### config.mk
export PLATFORM = sky130hd
export DESIGN_NAME = ifetch_queue
export DESIGN_NICKNAME = d
export VERILOG_FILES = /design/src/rtl/ifetch_queue_pkg.sv /design/src/rtl/ifq_fifo.sv /design/src/rtl/ifetch_queue.sv
export SDC_FILE = /design/constraint.sdc
export NUM_CORES = 1
export LEC_CHECK = 0
export CORE_ASPECT_RATIO = 1.1
export CORE_UTILIZATION = 40
export CTS_CLUSTER_DIAMETER = 80
export CTS_CLUSTER_SIZE = 40
export DETAILED_ROUTE_END_ITERATION = 8
export PLACE_DENSITY = 0.66
export SKIP_CTS_REPAIR_TIMING = 1
export SYNTH_ARGS = -nofsm -noshare
export SYNTH_HDL_FRONTEND = slang
export SYNTH_SLANG_ARGS = --single-unit
export TNS_END_PERCENT = 100
### constraint.sdc
create_clock -name clk -period 3.59 [get_ports clk]
set_input_delay 0.718 -clock clk [delete_from_list [all_inputs] [get_ports clk]]
set_output_delay 0.718 -clock clk [all_outputs]
set_load 0.01 [all_outputs]
### src/rtl/ifetch_queue_pkg.sv
// ifetch_queue_pkg: shared types and constants for the instruction prefetch queue.
//   ifq_state_t  - fetch FSM states (FETCH, DISCARD)
//   ifq_entry_t  - queued payload {pc, instr}
//   IFQ_NOP      - instruction/pc4 value presented when the head is empty
//   IFQ_PC_STEP  - sequential fetch stride in bytes
package ifetch_queue_pkg;

   localparam int unsigned IFQ_XLEN = 32;

   localparam logic [IFQ_XLEN-1:0] IFQ_NOP     = 32'h0;
   localparam logic [IFQ_XLEN-1:0] IFQ_PC_STEP = 32'd4;

   typedef enum logic {
      FETCH   = 1'b0,
      DISCARD = 1'b1
   } ifq_state_t;

   typedef struct packed {
      logic [IFQ_XLEN-1:0] pc;
      logic [IFQ_XLEN-1:0] instr;
   } ifq_entry_t;

   // Fetch addresses are always word aligned.
   function automatic logic [IFQ_XLEN-1:0] ifq_align(input logic [IFQ_XLEN-1:0] a);
      return {a[IFQ_XLEN-1:2], 2'b00};
   endfunction

endpackage

### src/rtl/ifq_fifo.sv
// ifq_fifo: DEPTH-entry circular buffer of fetched {pc, instr} entries.
// Ports:
//   clk, reset    rising-edge clock, synchronous active-high reset
//   clear         drop every entry (redirect flush); wins over push/pop
//   push, wdata   write one entry at the tail (ignored when full)
//   pop           retire the head entry (ignored when empty)
//   rdata         head entry, straight from storage
//   empty, count  occupancy
module ifq_fifo
   import ifetch_queue_pkg::*;
#(
   parameter int unsigned DEPTH = 4
) (
   input  logic                         clk,
   input  logic                         reset,
   input  logic                         clear,
   input  logic                         push,
   input  ifq_entry_t                   wdata,
   input  logic                         pop,
   output ifq_entry_t                   rdata,
   output logic                         empty,
   output logic [$clog2(DEPTH+1)-1:0]   count
);

   localparam int unsigned AW = (DEPTH > 1) ? $clog2(DEPTH) : 1;
   localparam int unsigned CW = $clog2(DEPTH + 1);

   ifq_entry_t      mem [DEPTH];
   logic [AW-1:0]   wr_ptr;
   logic [AW-1:0]   rd_ptr;
   logic [CW-1:0]   cnt;
   logic            push_ok;
   logic            pop_ok;

   assign push_ok = push && (cnt != CW'(DEPTH));
   assign pop_ok  = pop && (cnt != '0);

   // Pointers and occupancy; DEPTH is a power of two so pointers wrap naturally.
   always_ff @(posedge clk) begin
      if (reset || clear) begin
         wr_ptr <= '0;
         rd_ptr <= '0;
         cnt    <= '0;
      end else begin
         if (push_ok) wr_ptr <= wr_ptr + AW'(1);
         if (pop_ok)  rd_ptr <= rd_ptr + AW'(1);
         cnt <= cnt + CW'(push_ok) - CW'(pop_ok);
      end
   end

   // Entry storage needs no reset: occupancy gates every read.
   always_ff @(posedge clk) begin
      if (push_ok && !clear && !reset) mem[wr_ptr] <= wdata;
   end

   assign rdata = mem[rd_ptr];
   assign empty = (cnt == '0);
   assign count = cnt;

endmodule

### src/rtl/ifetch_queue.sv
// ifetch_queue: instruction prefetch queue between a variable-latency imem port
// and the IF/ID register. Issues sequential word fetches, buffers up to DEPTH
// {pc, instr} entries, presents the head as instr/pc+4 under the wpcir stall,
// and flushes/refetches on an ID-stage redirect.
// Ports:
//   clk, reset              rising-edge clock, synchronous active-high reset
//   redirect, redirect_pc   taken branch/jump and its target (bits [1:0] ignored)
//   stall                   1 = consumer does not take the head this cycle
//   mem_req, mem_addr       imem request; held stable until mem_ack
//   mem_ack, mem_rdata      imem completion and fetched word
//   valid_out, instr_out,   head entry; instr/pc4 read as 0 when not valid
//   pc4_out
// Configuration:
//   IFETCH_QUEUE_BYPASS_EN  when defined, an ack into an empty queue is presented
//                           on the outputs in the same cycle.
module ifetch_queue
   import ifetch_queue_pkg::*;
#(
   parameter int unsigned DEPTH    = 4,
   parameter logic [31:0] RESET_PC = 32'h0
) (
   input  logic        clk,
   input  logic        reset,
   input  logic        redirect,
   input  logic [31:0] redirect_pc,
   input  logic        stall,
   output logic        mem_req,
   output logic [31:0] mem_addr,
   input  logic        mem_ack,
   input  logic [31:0] mem_rdata,
   output logic        valid_out,
   output logic [31:0] instr_out,
   output logic [31:0] pc4_out
);

   localparam int unsigned CW = $clog2(DEPTH + 1);

   ifq_state_t    state, state_n;
   logic          req_n;
   logic [31:0]   addr_n;
   logic [31:0]   saved_pc, saved_pc_n;

   logic          fifo_push, fifo_pop, fifo_clear, fifo_empty;
   ifq_entry_t    fifo_wdata, head;
   logic [CW-1:0] fifo_count, count_n;

   logic          ack_ok;
   logic          byp_valid;
   logic          byp_take;
   logic [31:0]   target_pc;

   assign ack_ok    = mem_req && mem_ack;
   assign target_pc = ifq_align(redirect_pc);

`ifdef IFETCH_QUEUE_BYPASS_EN
   // An ack arriving while nothing is buffered goes straight to the outputs.
   assign byp_valid = fifo_empty && (state == FETCH) && ack_ok && !redirect;
`else
   assign byp_valid = 1'b0;
`endif
   assign byp_take  = byp_valid && !stall;

   assign fifo_wdata = '{pc: mem_addr, instr: mem_rdata};

   ifq_fifo #(.DEPTH(DEPTH)) u_fifo (
      .clk   (clk),
      .reset (reset),
      .clear (fifo_clear),
      .push  (fifo_push),
      .wdata (fifo_wdata),
      .pop   (fifo_pop),
      .rdata (head),
      .empty (fifo_empty),
      .count (fifo_count)
   );

   // State, request and address registers.
   always_ff @(posedge clk) begin
      if (reset) begin
         state    <= FETCH;
         mem_req  <= 1'b0;
         mem_addr <= RESET_PC;
         saved_pc <= RESET_PC;
      end else begin
         state    <= state_n;
         mem_req  <= req_n;
         mem_addr <= addr_n;
         saved_pc <= saved_pc_n;
      end
   end

   // Next-state, handshake and queue control.
   always_comb begin
      state_n    = state;
      req_n      = mem_req;
      addr_n     = mem_addr;
      saved_pc_n = saved_pc;
      fifo_push  = 1'b0;
      fifo_pop   = 1'b0;
      fifo_clear = 1'b0;
      count_n    = fifo_count;

      unique case (state)
         FETCH: begin
            if (redirect) begin
               fifo_clear = 1'b1;
               if (!mem_req || mem_ack) begin
                  // Nothing in flight (or it completes now): refetch at once.
                  addr_n = target_pc;
                  req_n  = 1'b1;
               end else begin
                  // Must finish the in-flight request before moving the address.
                  state_n    = DISCARD;
                  saved_pc_n = target_pc;
               end
            end else begin
               fifo_pop = !fifo_empty && !stall;
               if (ack_ok) begin
                  fifo_push = !byp_take;
                  addr_n    = mem_addr + IFQ_PC_STEP;
               end
               count_n = fifo_count + CW'(fifo_push) - CW'(fifo_pop);
               // Only issue when the returning word is guaranteed a slot.
               req_n = (count_n < CW'(DEPTH));
            end
         end
         DISCARD: begin
            fifo_clear = redirect;
            if (redirect) saved_pc_n = target_pc;
            if (ack_ok) begin
               state_n = FETCH;
               addr_n  = redirect ? target_pc : saved_pc;
               req_n   = 1'b1;
            end
         end
         default: begin
            state_n = FETCH;
         end
      endcase
   end

   // Head presentation; the bypass word takes over only when the queue is empty.
   always_comb begin
      valid_out = !fifo_empty;
      instr_out = fifo_empty ? IFQ_NOP : head.instr;
      pc4_out   = fifo_empty ? IFQ_NOP : head.pc + IFQ_PC_STEP;
      if (byp_valid) begin
         valid_out = 1'b1;
         instr_out = mem_rdata;
         pc4_out   = mem_addr + IFQ_PC_STEP;
      end
   end

endmodule

==> qor.yml, run 1 <==
cts:
  path_clk_slew_ns: 0.12
  cts_tree: "yes"
  cts-root-buf: "clkbuf_16"
  htree_num_levels: 1
  clk_path_buf_depth: 3
  clock_latency_ns: 0.53
  cts_buffers: 16
  clkSinkCount: 331
worst_setup_path:
  slowest_stage: "clkdlybuf4s50_1"
  reg2reg_to: "mem_addr[30]$_SDFFE_PP0P_"
  reg2reg_slack_ns: 0.91
  critPathLaunchType: "flop"
  critPathTopFamily: "buffers and inverters"
  reg2reg_from: "mem_addr[12]$_SDFFE_PP0P_"
  critPathCaptureType: "output port"
  cp_num_buf_inv: 3
  worstSetupPathType: "flop to output port"
  reg2regPathDepth: 6
  path_max_fanout: 6
  cp_data_arrival_time_ns: 3.09
  critPathMaxStageDelay_ns: 0.62
  cpMostUsedCell: "buf_4"
  cp_data_required_time_ns: 2.87
  path_cells: "buf_4 -> buf_4 -> mux4_2 -> nand3_4 -> nor3_2 -> nand3b_1 -> xor2_1 -> nor2_1 -> clkdlybuf4s50_1"
sta:
  rsz0062_at_grt: "true"
  skew_ns: 0.0388
  fin_crit_ns: 3.81
  worst_slew_margin_rel_pct: 37.0
  finalHoldViolations: 0
  setup_viol: 11
  fin_ws_ns: -0.217
  slew_viol_final: 0
  clock.fmax_mhz: 263
  fin_crit_sh_pct: 106
  worstMarginPinSlew_ns: 0.942
drt:
  routed_wl_um: 32300
  vias: 9029
  via_per_inst: 5.45
  ant_nets: 0
  drt-pass1-iter-count: 4
  wire_per_inst_um: 19.5
  drt_iter0_markers: 645
  drc: 0
min_path:
  min_from: "saved_pc[24]$_SDFFE_PP0P_"
  hp-class: "flop to flop"
  holdPathStages: 2
  worstHoldEndpoint: "saved_pc[24]$_SDFFE_PP0P_"
synthesis:
  postSynthAreaPerCell_um2: 13.9
  synth_edf_count: 256
  synth_top_cell_area_share_pct: 54.5
  syn_area_um2: 14100
  async_flop_share_pct: 0
  yosysWarnings: 0
  ys.flop_type: "edfxtp_1"
  ys_ff_latch: 331
  yosysSeqAreaShare_pct: 65.1
  yosysTopAreaCell: "edfxtp_1"
  yosys-top-cells-area: "edfxtp_1 (54%), dfxtp_1 (11%), mux4_2 (9.3%), nand2_1 (3.2%), a21oi_1 (2.5%)"
  syn_inst: 1017
  ys_types: 60
  syn_nets: 1097
global_route:
  globalRouteMet3Util_pct: 2.27
  grt_use_met2_pct: 29.7
  top_usage_layer: "met2"
  grt_pass1_wl_um: 50100
  antenna_found_initial: 0
  grt_pass1_vias: 8823
  grt_max_degree: 53
  grt_util_met1_pct: 25.0
  grt_usage_pct: 17.8
  grt_overflow: 0
finish:
  nets: 1290
  antenna_cells: 0
  layout_commonest_cell: "edfxtp_1"
  regArea_um2: 9200
  layout_common_cells: "edfxtp_1 (256), clkdlybuf4s50_1 (143), nand2_1 (117)"
  syn_to_final_growth_pct: 23.5
  nFillCells: 2942
  drive_above_1_share_pct: 17.5
  multiInputGateArea_um2: 4760
die:
  die_width_um: 181
  num_rows: 71
  coreArea_um2: 34500
  io_pins: 167
  die_area_um2: 36000
  die_y_um: 199
  start_util_pct: 40.9
placement:
  hpwl_um: 21000
  io_buffers: 164
  place_congestion: 0.830
  post-place-ws_ns: 0.0283
flow_run:
  cap_violations: 0
pwr:
  p_total_uw: 7200
  p_leak_uw: 0.00579
  power.density_nw_per_um2: 413
  irDropWorstVdd_v: 0.000367
outcome:
  violations: "setup timing"
  status: "finished with violations"
-- power breakdown --
group	switching, µW	internal [µW]	leakage (µW)
Combinational	283	256	0.00253
Clock	1350	1040	0.000299
Sequential	83.7	4180	0.00296
Total	1710	5490	0.00579
-- stage by stage --
step                      setup TNS, ns  hold WS (ns)  cells  cell area (µm²)  utilization, %
after floorplan                       0         0.432   1017            14100               -
after global placement                0         0.437   1604            16500            47.8
after detailed placement              0         0.442   1604            16500            47.8
after CTS                        -12.98         0.458   1632            17100            49.6
after global routing              -3.39         0.479   1658            17400            50.6
final                             -1.27         0.458   1658            17400            50.6
-- metal layers --
| metal | vias up | share of wire [%] |
|---|---|---|
| li1 | 4218 | - |
| met1 | 4471 | 44 |
| met2 | 301 | 47 |
| met3 | 39 | 6.2 |
| met4 | 0 | 2.1 |
| met5 | - | 0 |
-- sequential cells by signal, indices dropped and copies added, names as in the netlist, named ones only --
| name | flops |
|---|---|
| state | 1 |
| mem_addr | 32 |
| u_fifo.count | 3 |
| saved_pc | 32 |
| u_fifo.rd_ptr | 2 |
| u_fifo.wr_ptr | 2 |
| mem_req | 1 |
| u_fifo.mem | 256 |
-- logic make-up (layout without fill, tap and decap cells) --
group | count (synthesis) | count (layout) | synth area share [%]
muxes | 67 | 67 | 10.6
xor gates and xnor gates | 33 | 33 | 2.05
DFF | 331 | 331 | 65.1
and+or+nand+nor | 331 | 331 | 11.7
AOI/OAI and AO/OA | 171 | 171 | 7.18
buffers and inverters | 73 | 276 | 2.35
adders and majority gates | 11 | 11 | 1.03
-- worst min-delay path: stages (launching register included) --
cell and delay [ns]:
dfxtp_1 0.32, nand2_1 0.05, a21oi_1 0.05
-- cells in the mapped netlist (all sizes together) (2+ instances only) --
master and number:
a211o 2, a211oi 12, a21oi 71, a221oi 4, a22oi 5, a2bb2oi 4, a311oi 4, a31oi 6
a41o 2, and2 45, and3 11, and4 3, buf 14, clkbuf 45, dfxtp 75, edfxtp 256
ha 10, inv 14, mux2i 3, mux4 64, nand2 119, nand3 22, nand4 11, nor2 69
nor2b 7, nor3 18, nor3b 4, nor4 7, o211ai 2, o21a 4, o21ai 47, o41ai 3
or3 7, or4 2, xnor2 12, xor2 21
-- area by class of cell --
class / instances / area share, %
sequential: 331 / 52.8
tap: 438 / 3.14
inverter: 14 / 0.302
timing repair buffer: 234 / 12.7
multi-input combinational: 613 / 27.3
clock buffer: 17 / 2.44
clock inverter: 11 / 1.28
-- worst max-delay path by stage --
| stage | from | to | slack, ns | depth (start not counted) |
|---|---|---|---|---|
| 6_report | flop | pc4_out[16] | -0.22 | 9 |
| 2_1_floorplan | redirect | u_fifo.mem[0][0]$_DFFE_PP_ | 0.07 | 5 |
| 4_1_cts | flop | pc4_out[31] | -0.57 | 9 |
| 3_3_place_gp | flop | pc4_out[31] | 0.09 | 9 |
| 3_5_place_dp | flop | pc4_out[31] | 0.03 | 9 |
| 5_1_grt | flop | pc4_out[10] | -0.32 | 8 |
No activity file was read; power rests on OpenSTA's default activity.
==> run 2, diff against run 1 <==
--- a/config.mk
+++ b/config.mk
@@ -5,12 +5,14 @@
 export SDC_FILE = /design/constraint.sdc
 export NUM_CORES = 1
 export LEC_CHECK = 0
+export CELL_PAD_IN_SITES_DETAIL_PLACEMENT = 0
+export CELL_PAD_IN_SITES_GLOBAL_PLACEMENT = 1
 export CORE_ASPECT_RATIO = 1.1
 export CORE_UTILIZATION = 40
 export CTS_CLUSTER_DIAMETER = 80
 export CTS_CLUSTER_SIZE = 40
 export DETAILED_ROUTE_END_ITERATION = 8
-export PLACE_DENSITY = 0.66
+export PLACE_DENSITY = 0.76
 export SKIP_CTS_REPAIR_TIMING = 1
 export SYNTH_ARGS = -nofsm -noshare
 export SYNTH_HDL_FRONTEND = slang
==> run 2 against run 1 <==
Global-route usage rose by 0.17 points. Largest cell class unchanged. Die area did not move. Power fell by 3.4%. Largest power group unchanged. The flow still finishes with violations (setup timing).
==> qor.yml, run 2 (same netlist as run 1, synthesis figures left out) <==
global_route:
  grt_overflow: 0  # unchanged
  grt_pass1_vias: 8881  # +0.66%
  grt_max_degree: 65  # +23%
  antenna_found_initial: 0  # unchanged
  grt_usage_pct: 18.0  # +0.17 points
  grt_pass1_wl_um: 50000  # -0.21%
finish:
  layout_commonest_cell: "edfxtp_1"
  syn_to_final_growth_pct: 23.5  # about the same
  fin_cells: 1660  # +0.12%
  drive_above_1_share_pct: 17.8  # +0.38 points
  layout_common_cells: "edfxtp_1 (256), clkdlybuf4s50_1 (139), nand2_1 (117)"
  top_regs: "u_fifo.mem (256), mem_addr (32), saved_pc (32)"
  largest_reg_flops: 256  # unchanged
  regArea_um2: 9200  # unchanged
  regMostFlops: "u_fifo.mem"
  multiInputGateArea_um2: 4750  # -0.29%
  antenna_cells: 0  # unchanged
  design_area_um2: 17400  # about the same
  nets: 1294  # +0.31%
  nFillCells: 2981  # +1.3%
cts:
  htree_num_levels: 1  # unchanged
  cts_tree: "yes"
  path_clk_slew_ns: 0.13  # about the same
  clk_path_buf_depth: 3  # unchanged
  cts_buffers: 15  # -1
  clkSinkCount: 331  # unchanged
  clock_latency_ns: 0.52  # about the same
  cts-root-buf: "clkbuf_16"
drt:
  drt-met1-wl_um: 14800  # +2.9%
  via_per_inst: 5.38  # -1.1%
  wl_met2_um: 15800  # +3.7%
  vias: 8938  # -1.0%
  drt-pass1-iter-count: 5  # +1
  top_layer: "met4"
  ant_nets: 0  # unchanged
  wl_met3_um: 1540  # -23%
  routed_wl_um: 32900  # +1.9%
  drc: 0  # unchanged
  wire_per_inst_um: 19.8  # +1.7%
  drt_iter0_markers: 680  # +5.4%
sta:
  fin_crit_sh_pct: 107  # +0.73 points
  skew_ns: 0.0405  # +0.00172 ns
  rsz0062_at_grt: "true"
  worstMarginPinSlew_ns: 0.899  # -0.0425 ns
  clock.fmax_mhz: 261  # -0.69%
  fin_ws_ns: -0.243  # -0.0263 ns
  worst_slew_margin_rel_pct: 39.8  # +2.8 points
  fin_crit_ns: 3.83  # +0.0263 ns
  slew_viol_final: 0  # unchanged
  finalHoldViolations: 0  # unchanged
  setup_viol: 11  # unchanged
flow_run:
  cap_violations: 0  # unchanged
die:
  start_util_pct: 40.9  # unchanged
  die_area_um2: 36000  # unchanged
  io_pins: 167  # unchanged
  die_width_um: 181  # unchanged
  num_rows: 71  # unchanged
  die_y_um: 199  # unchanged
  coreArea_um2: 34500  # unchanged
worst_setup_path:
  worstSetupPathType: "flop to output port"
  critPathCaptureType: "output port"
  slowest_stage: "or4b_4"
  path_max_fanout: 7  # +1
  critPathLaunchType: "flop"
  cp_num_buf_inv: 4  # +1
  critPathMaxStageDelay_ns: 0.62  # about the same
  path_cells: "buf_8 -> buf_6 -> mux4_2 -> nand4_4 -> or4b_4 -> buf_6 -> or3_1 -> a21oi_2 -> buf_2"
  critPathTopFamily: "simple AND/OR/NAND/NOR gates"
  cp_data_arrival_time_ns: 3.12  # +0.03 ns
  cpMostUsedCell: "buf_6"
  cp_data_required_time_ns: 2.87  # about the same
pwr:
  p_leak_uw: 0.00585  # +0.96%
  clockPowerShare_pct: 30.8  # -2.4 points
  p_int_uw: 5300  # -3.3%
  combinationalPowerShare_pct: 7.8  # +0.3 points
  seqPwrFrac_pct: 61.4  # +2.1 points
  switching_share_pct: 23.7  # -0.065 points
  power.density_nw_per_um2: 399  # -3.4%
  irDropWorstVdd_v: 0.000411  # +12%
  p_switching_uw: 1650  # -3.7%
placement:
  hpwl_um: 21300  # +1.5%
  placed_area_um2: 16500  # +0.15%
  place_congestion: 0.791  # -4.7%
  io_buffers: 164  # unchanged
  placed_cells: 1609  # +0.31%
min_path:
  hp-class: "flop to flop"
outcome:
  status: "finished with violations"
  violations: "setup timing"
[run 2: cell types whose count changed in the layout (fill, tap and decap cells not counted), moves of 2 or more]
cell	change
buf_2	+3
clkdlybuf4s50_1	-4
mux4_1	-3
buf_8	+3
buf_6	+10
buf_4	-11
xnor2_2	-2
clkinv_8	-2
xnor2_1	+2
mux4_2	+3
dlymetal6s2s_1	+4
[run 2: layer usage]
metal | vias up | GRT usage, %
li1 | 4215 | -
met1 | 4428 | 24.3
met2 | 264 | 31.0
met3 | 31 | 1.90
met4 | 0 | 4.87
met5 | - | 0
[run 2: area by class of cell]
| type | count | share of cell area [%] |
|---|---|---|
| multi-input combinational | 613 | 27.3 |
| clock inverter | 9 | 0.926 |
| inverter | 14 | 0.301 |
| timing repair buffer | 239 | 13.5 |
| clock buffer | 16 | 2.17 |
| sequential | 331 | 52.8 |
| tap | 438 | 3.14 |
[run 2: power groups by stage]
stage / Combinational (µW) / Clock [µW] / Sequential [µW]
after floorplan: 251 / 0 / 4340
after global placement: 532 / 0 / 4350
after detailed placement: 537 / 0 / 4360
after CTS: 539 / 2200 / 4270
after global routing: 590 / 2310 / 4280
final: 542 / 2140 / 4270
[run 2: path summary, 6_finish.rpt]
kind,startpoint,to,slack [ns],cells past startpoint
setup / recovery,flop,pc4_out[19],-0.24,9
hold / removal,saved_pc[20]$_SDFFE_PP0P_,saved_pc[20]$_SDFFE_PP0P_,0.46,2
setup reg to reg,mem_addr[12]$_SDFFE_PP0P_,mem_addr[30]$_SDFFE_PP0P_,0.98,6
hold reg to reg,saved_pc[20]$_SDFFE_PP0P_,saved_pc[20]$_SDFFE_PP0P_,0.46,2
[run 2: worst register-to-register path, delay by kind of cell (launching register included)]
| family | cells | cell delay (ns) |
|---|---|---|
| flops | 1 | 0.57 |
| simple gates | 5 | 1.83 |
| compound gates | 1 | 0.16 |
[run 2: metrics by stage]
stage                     hold WS [ns]  setup WS [ns]  power (µW)  utilization, %  TNS [ns]
final                            0.460         -0.243        6950            50.6     -1.05
after global routing             0.477         -0.309        7180            50.6     -2.58
after CTS                        0.459         -0.622        7010            49.4    -18.40
after detailed placement         0.442        -0.0408        4890            47.8    -0.119
after global placement           0.437        -0.0292        4880            47.8   -0.0784
after floorplan                  0.432         0.0681        4590               -         0
==> run 3, diff against run 2 <==
--- a/config.mk
+++ b/config.mk
@@ -7,7 +7,7 @@
 export LEC_CHECK = 0
 export CELL_PAD_IN_SITES_DETAIL_PLACEMENT = 0
 export CELL_PAD_IN_SITES_GLOBAL_PLACEMENT = 1
-export CORE_ASPECT_RATIO = 1.1
+export CORE_ASPECT_RATIO = 0.9
 export CORE_UTILIZATION = 40
 export CTS_CLUSTER_DIAMETER = 80
 export CTS_CLUSTER_SIZE = 40
==> run 3 against run 2 <==
Non-clock buffer count is 8 higher. Combinational power up 3.7%. Power rose by 3.0%. The flow still finishes with violations (setup timing). Sequential cell count is the same. Via count fell by 0.11%. Sequential power about the same. Clock-buffer cell count is 1 higher. Routed wire length is 0.43% higher. Global-route usage is 0.16 points lower. Final area increased by 1.0%. Fmax increased by 4.7%.
==> qor.yml, run 3 (same netlist as run 1, synthesis figures left out) <==
sta:
  worstMarginPinSlew_ns: 0.867  # -0.0322 ns
  finalHoldViolations: 0  # unchanged
  fin_ws_ns: -0.0719  # +0.171 ns
  rsz0062_at_grt: "true"
  fin_crit_ns: 3.66  # -0.171 ns
  worst_slew_margin_rel_pct: 42.0  # +2.2 points
  slew_viol_final: 0  # unchanged
  fin_crit_sh_pct: 102  # -4.8 points
  skew_ns: 0.0324  # -0.00808 ns
  clock.fmax_mhz: 273  # +4.7%
  setup_viol: 9  # -2
placement:
  place_congestion: 0.763  # -3.6%
  hpwl_um: 21800  # +2.1%
  placed_area_um2: 16600  # +0.43%
  io_buffers: 164  # unchanged
  placed_cells: 1634  # +1.6%
drt:
  drt-pass1-iter-count: 5  # unchanged
  drt_iter0_markers: 638  # -6.2%
  routed_wl_um: 33100  # +0.43%
  wire_per_inst_um: 19.5  # -1.7%
  ant_nets: 0  # unchanged
  vias: 8928  # -0.11%
  drc: 0  # unchanged
  via_per_inst: 5.26  # -2.2%
pwr:
  p_total_uw: 7160  # +3.0%
  irDropWorstVdd_v: 0.000313  # -24%
  power.density_nw_per_um2: 407  # +2.0%
  p_leak_uw: 0.00589  # +0.78%
cts:
  clkSinkCount: 331  # unchanged
  clock_latency_ns: 0.54  # +0.02 ns
  clk_path_buf_depth: 3  # unchanged
  path_clk_slew_ns: 0.10  # -0.03 ns
  cts_buffers: 17  # +2
  htree_num_levels: 1  # unchanged
  cts_tree: "yes"
  cts-root-buf: "clkbuf_16"
outcome:
  violations: "setup timing"
  status: "finished with violations"
worst_setup_path:
  slowest_stage: "or4b_4"
  critPathLaunchType: "flop"
  path_depth: 9  # unchanged
  reg2regPathDepth: 6  # unchanged
  cp_data_required_time_ns: 2.87  # about the same
  critPathMaxStageDelay_ns: 0.56  # -0.06 ns
  path_max_fanout: 6  # -1
  worstSetupPathType: "flop to output port"
  cp_num_buf_inv: 3  # -1
  path_cells: "buf_6 -> buf_12 -> mux4_2 -> nand4_4 -> or4b_4 -> nor4_4 -> xnor2_1 -> nor2_1 -> buf_4"
  cp_data_arrival_time_ns: 2.94  # -0.18 ns
  critPathCaptureType: "output port"
  critPathTopFamily: "simple AND/OR/NAND/NOR gates"
die:
  die_area_um2: 36000  # about the same
  start_util_pct: 41.1  # +0.14 points
  io_pins: 167  # unchanged
  coreArea_um2: 34400  # -0.33%
  die_width_um: 200  # +10%
  num_rows: 64  # -9.9%
  die_y_um: 180  # -9.5%
global_route:
  grt_pass1_vias: 8540  # -3.8%
  grt_usage_pct: 17.8  # -0.16 points
  grt_pass1_wl_um: 49900  # -0.28%
  grt_max_degree: 52  # -20%
  grt_overflow: 0  # unchanged
  antenna_found_initial: 0  # unchanged
finish:
  nets: 1304  # +0.77%
  top_regs: "u_fifo.mem (256), mem_addr (32), saved_pc (32)"
  nFillCells: 2963  # -0.60%
  fin_cells: 1696  # +2.2%
  multiInputGateArea_um2: 4780  # +0.58%
  antenna_cells: 0  # unchanged
  regArea_um2: 9190  # about the same
  regMostFlops: "u_fifo.mem"
  design_area_um2: 17600  # +1.0%
  layout_common_cells: "edfxtp_1 (256), clkdlybuf4s50_1 (142), nand2_1 (115)"
  drive_above_1_share_pct: 18.6  # +0.72 points
  layout_commonest_cell: "edfxtp_1"
  largest_reg_flops: 256  # unchanged
  syn_to_final_growth_pct: 24.8
min_path:
  holdPathStages: 2  # unchanged
  hp-class: "flop to flop"
flow_run:
  cap_violations: 0  # unchanged
-- run 3: cell count changes in the layout (fill, tap and decap cells not counted), moves of 3 or more --
cell             previous run  this run
xor2_1                     17        20
buf_8                       3         0
inv_16                      0         3
buf_6                      12         7
clkdlybuf4s50_1           139       142
buf_12                      7        10
xor2_2                      4         1
buf_4                      53        68
-- run 3: worst paths after layout --
path                             startpoint                         to  slack (ns)
setup reg to reg  mem_addr[12]$_SDFFE_PP0P_  mem_addr[30]$_SDFFE_PP0P_        0.99
hold reg to reg   saved_pc[12]$_SDFFE_PP0P_  saved_pc[12]$_SDFFE_PP0P_        0.46
setup / recovery                       flop                pc4_out[29]       -0.07
hold / removal    saved_pc[12]$_SDFFE_PP0P_  saved_pc[12]$_SDFFE_PP0P_        0.46
-- run 3: final cells by class --
class | instances | share of cell area, %
sequential | 331 | 52.2
multi-input combinational | 613 | 27.1
timing repair buffer | 247 | 13.7
tap | 462 | 3.28
clock buffer | 17 | 2.42
clock inverter | 12 | 0.988
inverter | 14 | 0.298
-- run 3: worst reg2reg max path, stage by stage (launching register included) --
cell and delay [ns]:
dfxtp_1 0.55, nand3_1 0.26, or4_1 0.62, nor3_2 0.31, nand3_1 0.14, or4_1 0.49, a31oi_1 0.17
-- run 3: where the power goes --
group          leakage, µW  switching [µW]  internal [µW]
clock             0.000292            1360            977
sequential         0.00296            80.7           4190
combinational      0.00264             298            264
total              0.00589            1740           5430
-- run 3: per-layer routing --
metal | share of wire, % | up-vias | global-route usage (%)
met4 | 1.8 | 0 | 3.11
met2 | 46 | 263 | 28.2
met3 | 7.1 | 31 | 2.40
li1 | - | 4244 | -
met5 | 0 | - | 0
met1 | 45 | 4390 | 26.5
-- run 3: stage by stage --
| step | hold WS [ns] | setup TNS [ns] | setup WS, ns | util (%) |
|---|---|---|---|---|
| 2_1_floorplan | 0.432 | 0 | 0.0681 | - |
| 3_3_place_gp | 0.437 | 0 | 0.00880 | 48.2 |
| 3_5_place_dp | 0.443 | -0.00965 | -0.00738 | 48.2 |
| 4_1_cts | 0.459 | -11.49 | -0.583 | 49.9 |
| 5_1_grt | 0.479 | -2.16 | -0.216 | 51.3 |
| 6_report | 0.459 | -0.249 | -0.0719 | 51.3 |
